`config.mk`:
```
export PLATFORM = sky130hd
export DESIGN_NAME = pulse_train_generator
export DESIGN_NICKNAME = d
export VERILOG_FILES = /design/src/rtl/pulse_train_pkg.sv /design/src/rtl/pulse_train_generator_trigger_synchronizer.sv /design/src/rtl/pulse_train_generator.sv
export SDC_FILE = /design/constraint.sdc
export NUM_CORES = 1
export LEC_CHECK = 0
export CAP_MARGIN = 20
export CORE_ASPECT_RATIO = 1.5
export CORE_UTILIZATION = 62
export CTS_CLUSTER_SIZE = 28
export DETAILED_ROUTE_END_ITERATION = 16
export PLACE_DENSITY = 0.86
export SYNTH_ARGS = -nofsm -noshare
export SYNTH_HDL_FRONTEND = slang
export SYNTH_HIERARCHICAL = 1
export SYNTH_SLANG_ARGS = --single-unit
```
`constraint.sdc`:
```
create_clock -name i_clk -period 4.5 [get_ports i_clk]
set_clock_uncertainty 0.05 [all_clocks]
set_input_delay 0.45 -clock i_clk [delete_from_list [all_inputs] [get_ports i_clk]]
set_output_delay 0.45 -clock i_clk [all_outputs]
set_load 0.05 [all_outputs]
```
`src/rtl/pulse_train_pkg.sv`:
```
// Shared state type, default sizing and phase-length helper for the pulse train generator.
package pulse_train_pkg;

    typedef enum logic [1:0] {
        IDLE,
        DELAY,
        ACTIVE,
        GAP
    } statetype;

    localparam int DEF_MAX_DELAY   = 10000000;
    localparam int DEF_MAX_PULSE   = 1024;
    localparam int DEF_MAX_WIDTH   = 65536;
    localparam int DEF_DELAY_WIDTH = $clog2(DEF_MAX_DELAY);
    localparam int DEF_PULSE_WIDTH = $clog2(DEF_MAX_PULSE + 1);
    localparam int DEF_WIDTH_WIDTH = $clog2(DEF_MAX_WIDTH);

    localparam int SYNC_STAGES = 2;

    // A programmed width of 0 behaves as 1, so a W-cycle phase ends when its down-counter reaches max(W,1)-1 steps.
    function automatic int unsigned phase_last_count(input int unsigned width);
        return (width == 0) ? 0 : width - 1;
    endfunction

endpackage

```
`src/rtl/pulse_train_generator_trigger_synchronizer.sv`:
```
// Trigger synchronizer (SYNC_STAGES flops) with registered rising-edge detect.
// Only compiled when TRIGGER_SYNC_EN is defined.
`ifdef TRIGGER_SYNC_EN
module trigger_synchronizer
    import pulse_train_pkg::*;
(
    input  logic i_clk,
    input  logic i_rst_n,
    input  logic i_async,
    output logic o_pulse
);

    logic [SYNC_STAGES-1:0] r_sync;
    logic                   r_last;

    always_ff @(posedge i_clk or negedge i_rst_n) begin
        if (!i_rst_n) begin
            r_sync  <= '0;
            r_last  <= 1'b0;
            o_pulse <= 1'b0;
        end else begin
            r_sync  <= {r_sync[SYNC_STAGES-2:0], i_async};
            r_last  <= r_sync[SYNC_STAGES-1];
            o_pulse <= r_sync[SYNC_STAGES-1] & ~r_last;
        end
    end

endmodule
`endif

```
`src/rtl/pulse_train_generator.sv`:
```
// Pulse train transmitter: after a programmable delay emits N pulses of width H separated by gaps of width L.
// Build option TRIGGER_SYNC_EN: trigger is synchronized and edge-detected instead of sampled as a level.
module pulse_train_generator
    import pulse_train_pkg::*;
#(
    parameter int MAX_DELAY   = DEF_MAX_DELAY,
    parameter int MAX_PULSE   = DEF_MAX_PULSE,
    parameter int MAX_WIDTH   = DEF_MAX_WIDTH,
    parameter int DELAY_WIDTH = $clog2(MAX_DELAY),
    parameter int PULSE_WIDTH = $clog2(MAX_PULSE + 1),
    parameter int WIDTH_WIDTH = $clog2(MAX_WIDTH)
) (
    input  logic                   i_clk,
    input  logic                   i_rst_n,
    input  logic                   i_auto_start,
    input  logic                   i_trigger,
    input  logic                   i_abort,
    input  logic [DELAY_WIDTH-1:0] i_delay_value,
    input  logic                   i_delay_set,
    input  logic [PULSE_WIDTH-1:0] i_count_value,
    input  logic                   i_count_set,
    input  logic [WIDTH_WIDTH-1:0] i_high_value,
    input  logic [WIDTH_WIDTH-1:0] i_low_value,
    input  logic                   i_width_set,
    input  logic                   i_polarity_value,
    input  logic                   i_polarity_set,
    output logic                   o_output_signal,
    output logic                   o_busy,
    output logic                   o_done,
    output logic [PULSE_WIDTH-1:0] o_pulses_sent
);

    localparam int CNT_WIDTH = (DELAY_WIDTH > WIDTH_WIDTH) ? DELAY_WIDTH : WIDTH_WIDTH;

    logic [DELAY_WIDTH-1:0] r_cfg_delay;
    logic [PULSE_WIDTH-1:0] r_cfg_count;
    logic [WIDTH_WIDTH-1:0] r_cfg_high;
    logic [WIDTH_WIDTH-1:0] r_cfg_low;
    logic                   r_cfg_pol;

    logic [PULSE_WIDTH-1:0] r_n;
    logic [WIDTH_WIDTH-1:0] r_high;
    logic [WIDTH_WIDTH-1:0] r_low;
    logic                   r_pol;

    statetype               r_state;
    logic [CNT_WIDTH-1:0]   r_count;
    logic [PULSE_WIDTH-1:0] r_sent;
    logic                   r_out;
    logic                   r_busy;
    logic                   r_done;

    logic                   w_trigger;
    logic [PULSE_WIDTH-1:0] w_sent_next;
    logic [CNT_WIDTH-1:0]   w_high_load;
    logic [CNT_WIDTH-1:0]   w_low_load;

`ifdef TRIGGER_SYNC_EN
    trigger_synchronizer u_trigger_sync (
        .i_clk   (i_clk),
        .i_rst_n (i_rst_n),
        .i_async (i_trigger),
        .o_pulse (w_trigger)
    );
`else
    assign w_trigger = i_trigger;
`endif

    assign w_sent_next = r_sent + PULSE_WIDTH'(1);
    assign w_high_load = CNT_WIDTH'(phase_last_count(32'(r_high)));
    assign w_low_load  = CNT_WIDTH'(phase_last_count(32'(r_low)));

    // The acceptance edge always spends one cycle before ACTIVE so the first pulse lands D+1 edges after the trigger.
    always_ff @(posedge i_clk or negedge i_rst_n) begin
        if (!i_rst_n) begin
            r_cfg_delay <= '0;
            r_cfg_count <= '0;
            r_cfg_high  <= '0;
            r_cfg_low   <= '0;
            r_cfg_pol   <= 1'b0;
            r_n         <= '0;
            r_high      <= '0;
            r_low       <= '0;
            r_pol       <= 1'b0;
            r_state     <= IDLE;
            r_count     <= '0;
            r_sent      <= '0;
            r_out       <= 1'b0;
            r_busy      <= 1'b0;
            r_done      <= 1'b0;
        end else begin
            if (i_delay_set) begin
                r_cfg_delay <= i_delay_value;
            end
            if (i_count_set) begin
                r_cfg_count <= i_count_value;
            end
            if (i_width_set) begin
                r_cfg_high <= i_high_value;
                r_cfg_low  <= i_low_value;
            end
            if (i_polarity_set) begin
                r_cfg_pol <= i_polarity_value;
            end

            r_done <= 1'b0;

            if (i_abort) begin
                r_state <= IDLE;
                r_out   <= r_pol;
                r_busy  <= 1'b0;
            end else if (i_auto_start) begin
                unique case (r_state)
                    IDLE: begin
                        if (w_trigger) begin
                            r_n     <= r_cfg_count;
                            r_high  <= r_cfg_high;
                            r_low   <= r_cfg_low;
                            r_pol   <= r_cfg_pol;
                            r_count <= CNT_WIDTH'(r_cfg_delay);
                            r_sent  <= '0;
                            r_busy  <= 1'b1;
                            r_out   <= r_cfg_pol;
                            r_state <= DELAY;
                        end else begin
                            r_out <= i_polarity_set ? i_polarity_value : r_cfg_pol;
                        end
                    end
                    DELAY: begin
                        if (r_count != '0) begin
                            r_count <= r_count - CNT_WIDTH'(1);
                        end else if (r_n == '0) begin
                            r_busy  <= 1'b0;
                            r_done  <= 1'b1;
                            r_state <= IDLE;
                        end else begin
                            r_out   <= ~r_pol;
                            r_count <= w_high_load;
                            r_state <= ACTIVE;
                        end
                    end
                    ACTIVE: begin
                        if (r_count != '0) begin
                            r_count <= r_count - CNT_WIDTH'(1);
                        end else begin
                            r_sent <= w_sent_next;
                            r_out  <= r_pol;
                            if (w_sent_next == r_n) begin
                                r_busy  <= 1'b0;
                                r_done  <= 1'b1;
                                r_state <= IDLE;
                            end else begin
                                r_count <= w_low_load;
                                r_state <= GAP;
                            end
                        end
                    end
                    GAP: begin
                        if (r_count != '0) begin
                            r_count <= r_count - CNT_WIDTH'(1);
                        end else begin
                            r_out   <= ~r_pol;
                            r_count <= w_high_load;
                            r_state <= ACTIVE;
                        end
                    end
                    default: begin
                        r_state <= IDLE;
                    end
                endcase
            end
        end
    end

    assign o_output_signal = r_out;
    assign o_busy          = r_busy;
    assign o_done          = r_done;
    assign o_pulses_sent   = r_sent;

endmodule

```
==> results.sh <==
export IMPL_number_of_enable_flip_flop_cells_after_synthesis=0
export IMPL_routed_via_count=6930
export IMPL_clock_tree_root_cell="clkbuf_16"
export IMPL_antenna_found_initial=0
export IMPL_postSynthNetCount=879
export IMPL_layout_common_cells="dfrtp_1, mux2_2, clkdlybuf4s50_1"
export IMPL_run_status="complete, no violations"
export IMPL_grt_pass1_vias=7309
export IMPL_power_density_nw_per_um2=595
export IMPL_worstMarginPinSlew_ns=0.993
export IMPL_layout_setup_ws_ns=1.00
export IMPL_place_hpwl_um=16300
export IMPL_placement_cell_area_sq_um=9450
export IMPL_cts_buffer_depth=2
export IMPL_total_switching_power_w=0.00242
export IMPL_required_ns=4.76
export IMPL_syn_area_sq_um=8450
export IMPL_async_flop_share_pct=100
export IMPL_post_synth_cell_area_avg_sq_um=10.7
export IMPL_max_freq_mhz=286
export IMPL_ios=91
export IMPL_layout_commonest_cell="dfrtp_1"
export IMPL_syn_instance_count=791
export IMPL_clk_pin_slew_worst_paths_ns=0.07
export IMPL_p_comb_share_pct=37.2
export IMPL_n_fill_cell=852
export IMPL_synth_ff_type="dfrtp_1"
export IMPL_detailedRoute_firstPassIterationCount=8
export IMPL_worstSetupStartpointType="register"
export IMPL_ys_warnings_count=6
export IMPL_fp_dieW_um=97.3
export IMPL_power_leakage_nw=4.03
export IMPL_finalSetupViolations=0
export IMPL_synth_area_top_cells="dfrtp_1, mux2_2, o21ai_0"
export IMPL_finalCritPeriodShare_pct=77.8
export IMPL_clock_power_share_pct=24.3
export IMPL_critical_path_max_fanout=22
export IMPL_avgRoutedWirePerCell_um=22.1
export IMPL_tns_ns=0
export IMPL_peakVddDrop_v=0.000415
export IMPL_synth_largest_area_cell="dfrtp_1"
export IMPL_power_sequential_fraction_pct=38.5
export IMPL_cts_setup_buffers=0
export IMPL_grt_overflow_total=0
export IMPL_final_hold_violation_count=0
export IMPL_chipHeight_um=145
export IMPL_maxSlewHeadroom_pct=33.8
export IMPL_grt_max_degree=111
export IMPL_insertion_delay_ns=0.43
export IMPL_post_place_ws_ns=1.05
export IMPL_core_area_sq_um=13100
export IMPL_tritoncts="done"
export IMPL_min_path_type="primary input to async pin"
export IMPL_cts_inserted_buffers=17
export IMPL_setup_repair_after_global_routing_missed_its_margin="no"
export IMPL_timing_final_crit_period_ns=3.50
export IMPL_postSynthRegisterBits=152
export IMPL_layout_area_overhead_vs_synth_pct=19.1
export IMPL_layout_drive_gt1_share_pct=22.1
export IMPL_route_detailed_drc=0
export IMPL_layout_cell_area_non_filler_sq_um=10100
export IMPL_groute_usage_overall_pct=33.8
export IMPL_switching_share_pct=40.5
export IMPL_die_area_sq_um=14100
export IMPL_grt_pass1_wl_um=37200
export IMPL_cts_hold_repair_buffers=0
export IMPL_numClockSinks=152
export IMPL_cp_end_kind="register"
export IMPL_detailedRoute_firstIterationViolations=477
export IMPL_synth_cell_type_count=71
export IMPL_n_antenna_cell=0
export IMPL_power_report_internal_total_w=0.00356
export IMPL_drt_vias_per_instance=6.68
export IMPL_io_buffer_count=90
export IMPL_ctsResizeCount=0
export IMPL_core_rowCount=51
export IMPL_ant_nets=0
export IMPL_timing_max_transition_violations_final=0
export IMPL_synth_sequential_area_ratio_pct=45.0
export IMPL_yosys_area_top_type_share_pct=45.0
export IMPL_maxCapViolations=0
export IMPL_arrival_ns=3.76
export IMPL_drt_wl_total_um=23000
export IMPL_place_congestion=0.967
export IMPL_critPathKind="register to register"
export IMPL_cts_htree_levels=4
export IMPL_starting_density_of_the_core_pct=64.3
export IMPL_fin_nets=955
-- layer usage --
layer  track usage, %  part of all wire, %  vias to the layer above
li1                 -                    -                     3059
met1             34.6                   34                     3449
met2             63.0                   56                      319
met3             5.01                  4.3                      103
met4             21.8                  6.1                        0
met5                0                    0                        -
-- final timing paths --
path,start,endpoint,slack [ns],cells past startpoint
worst max-delay path,o_pulses_sent[3],r_count[21],1.00,7
worst min-delay path,i_rst_n,o_pulses_sent[4],0.10,1
worst max register to register,o_pulses_sent[3],r_count[21],1.00,7
worst min register to register,r_cfg_low[3],r_cfg_low[3],0.45,1
max in group asynchronous,i_rst_n,r_low[8],3.20,2
min in group i_clk,r_cfg_low[3],r_cfg_low[3],0.45,1
-- area by class of cell --
| type | count | area (sq um) | area share, % |
|---|---|---|---|
| flip-flops and latches | 152 | 3800 | 37.8 |
| clock inverters | 14 | 168 | 1.67 |
| multi-input cells | 579 | 4390 | 43.6 |
| inverters | 18 | 67.6 | 0.671 |
| repair buffers | 99 | 1010 | 10.0 |
| well taps | 159 | 199 | 1.98 |
| clock buffers | 17 | 425 | 4.23 |
-- cells by family (layout without fill, tap and decap cells) --
family / count (synthesis) / in the layout / synth area share (%)
buffers and inverters: 60 / 148 / 3.04
adders and majority gates: 11 / 11 / 1.63
DFF: 152 / 152 / 45.0
and+or+nand+nor: 230 / 230 / 15.2
xor gates and xnor gates: 45 / 45 / 4.67
AOI/OAI and AO/OA: 159 / 159 / 12.5
muxes: 134 / 134 / 18.0
-- state kept, by name, indices dropped and copies added (netlist names) --
register,cells
r_state,2
r_cfg_high,16
o_busy,1
r_pol,1
r_n,11
r_cfg_low,16
r_cfg_pol,1
o_pulses_sent,11
r_low,16
r_cfg_count,11
r_high,16
r_count,24
r_cfg_delay,24
o_output_signal,1
o_done,1
-- worst max-delay path, stage by stage (launching register included) --
cell     delay, ns
dfrtp_1       0.54
nand4_1       0.46
or4_1         0.64
a31oi_1       0.23
nor2_1        0.10
nand4_2       0.18
a21o_1        0.76
mux2_2        0.42
-- stage by stage --
step	power, W	hold slack, ns	instances	util [%]
floorplan	0.00374	0.104	791	-
global placement	0.00430	0.437	1005	71.6
detailed placement	0.00444	0.442	1006	71.9
CTS	0.00594	0.149	1037	76.4
global route	0.00627	0.188	1038	76.6
finish	0.00599	0.105	1038	76.6
-- cell usage after synthesis, types with 5 or more instances --
cell	count
a211oi_1	5
a21oi_1	29
a22o_1	12
a22oi_1	8
a31oi_1	6
and2_1	6
and3_1	6
buf_2	12
clkbuf_1	24
dfrtp_1	152
ha_1	11
inv_1	18
mux2_2	126
nand2_1	52
nand3_1	22
nand4_1	10
nor2_1	46
nor3_1	21
nor3b_1	6
nor4_1	11
o211ai_1	6
o21ai_0	43
o22ai_1	11
o31ai_1	8
or3_1	10
or4_1	6
xnor2_1	24
xor2_1	21
-- power by group through the flow --
stage / clock network (W) / registers, W / logic [W]
finish: 0.00145 / 0.00231 / 0.00223
global route: 0.00152 / 0.00234 / 0.00241
CTS: 0.00146 / 0.00228 / 0.00219
detailed placement: 0 / 0.00230 / 0.00214
global placement: 0 / 0.00225 / 0.00205
floorplan: 0 / 0.00214 / 0.00160
No activity file was read; power rests on OpenSTA's default activity.
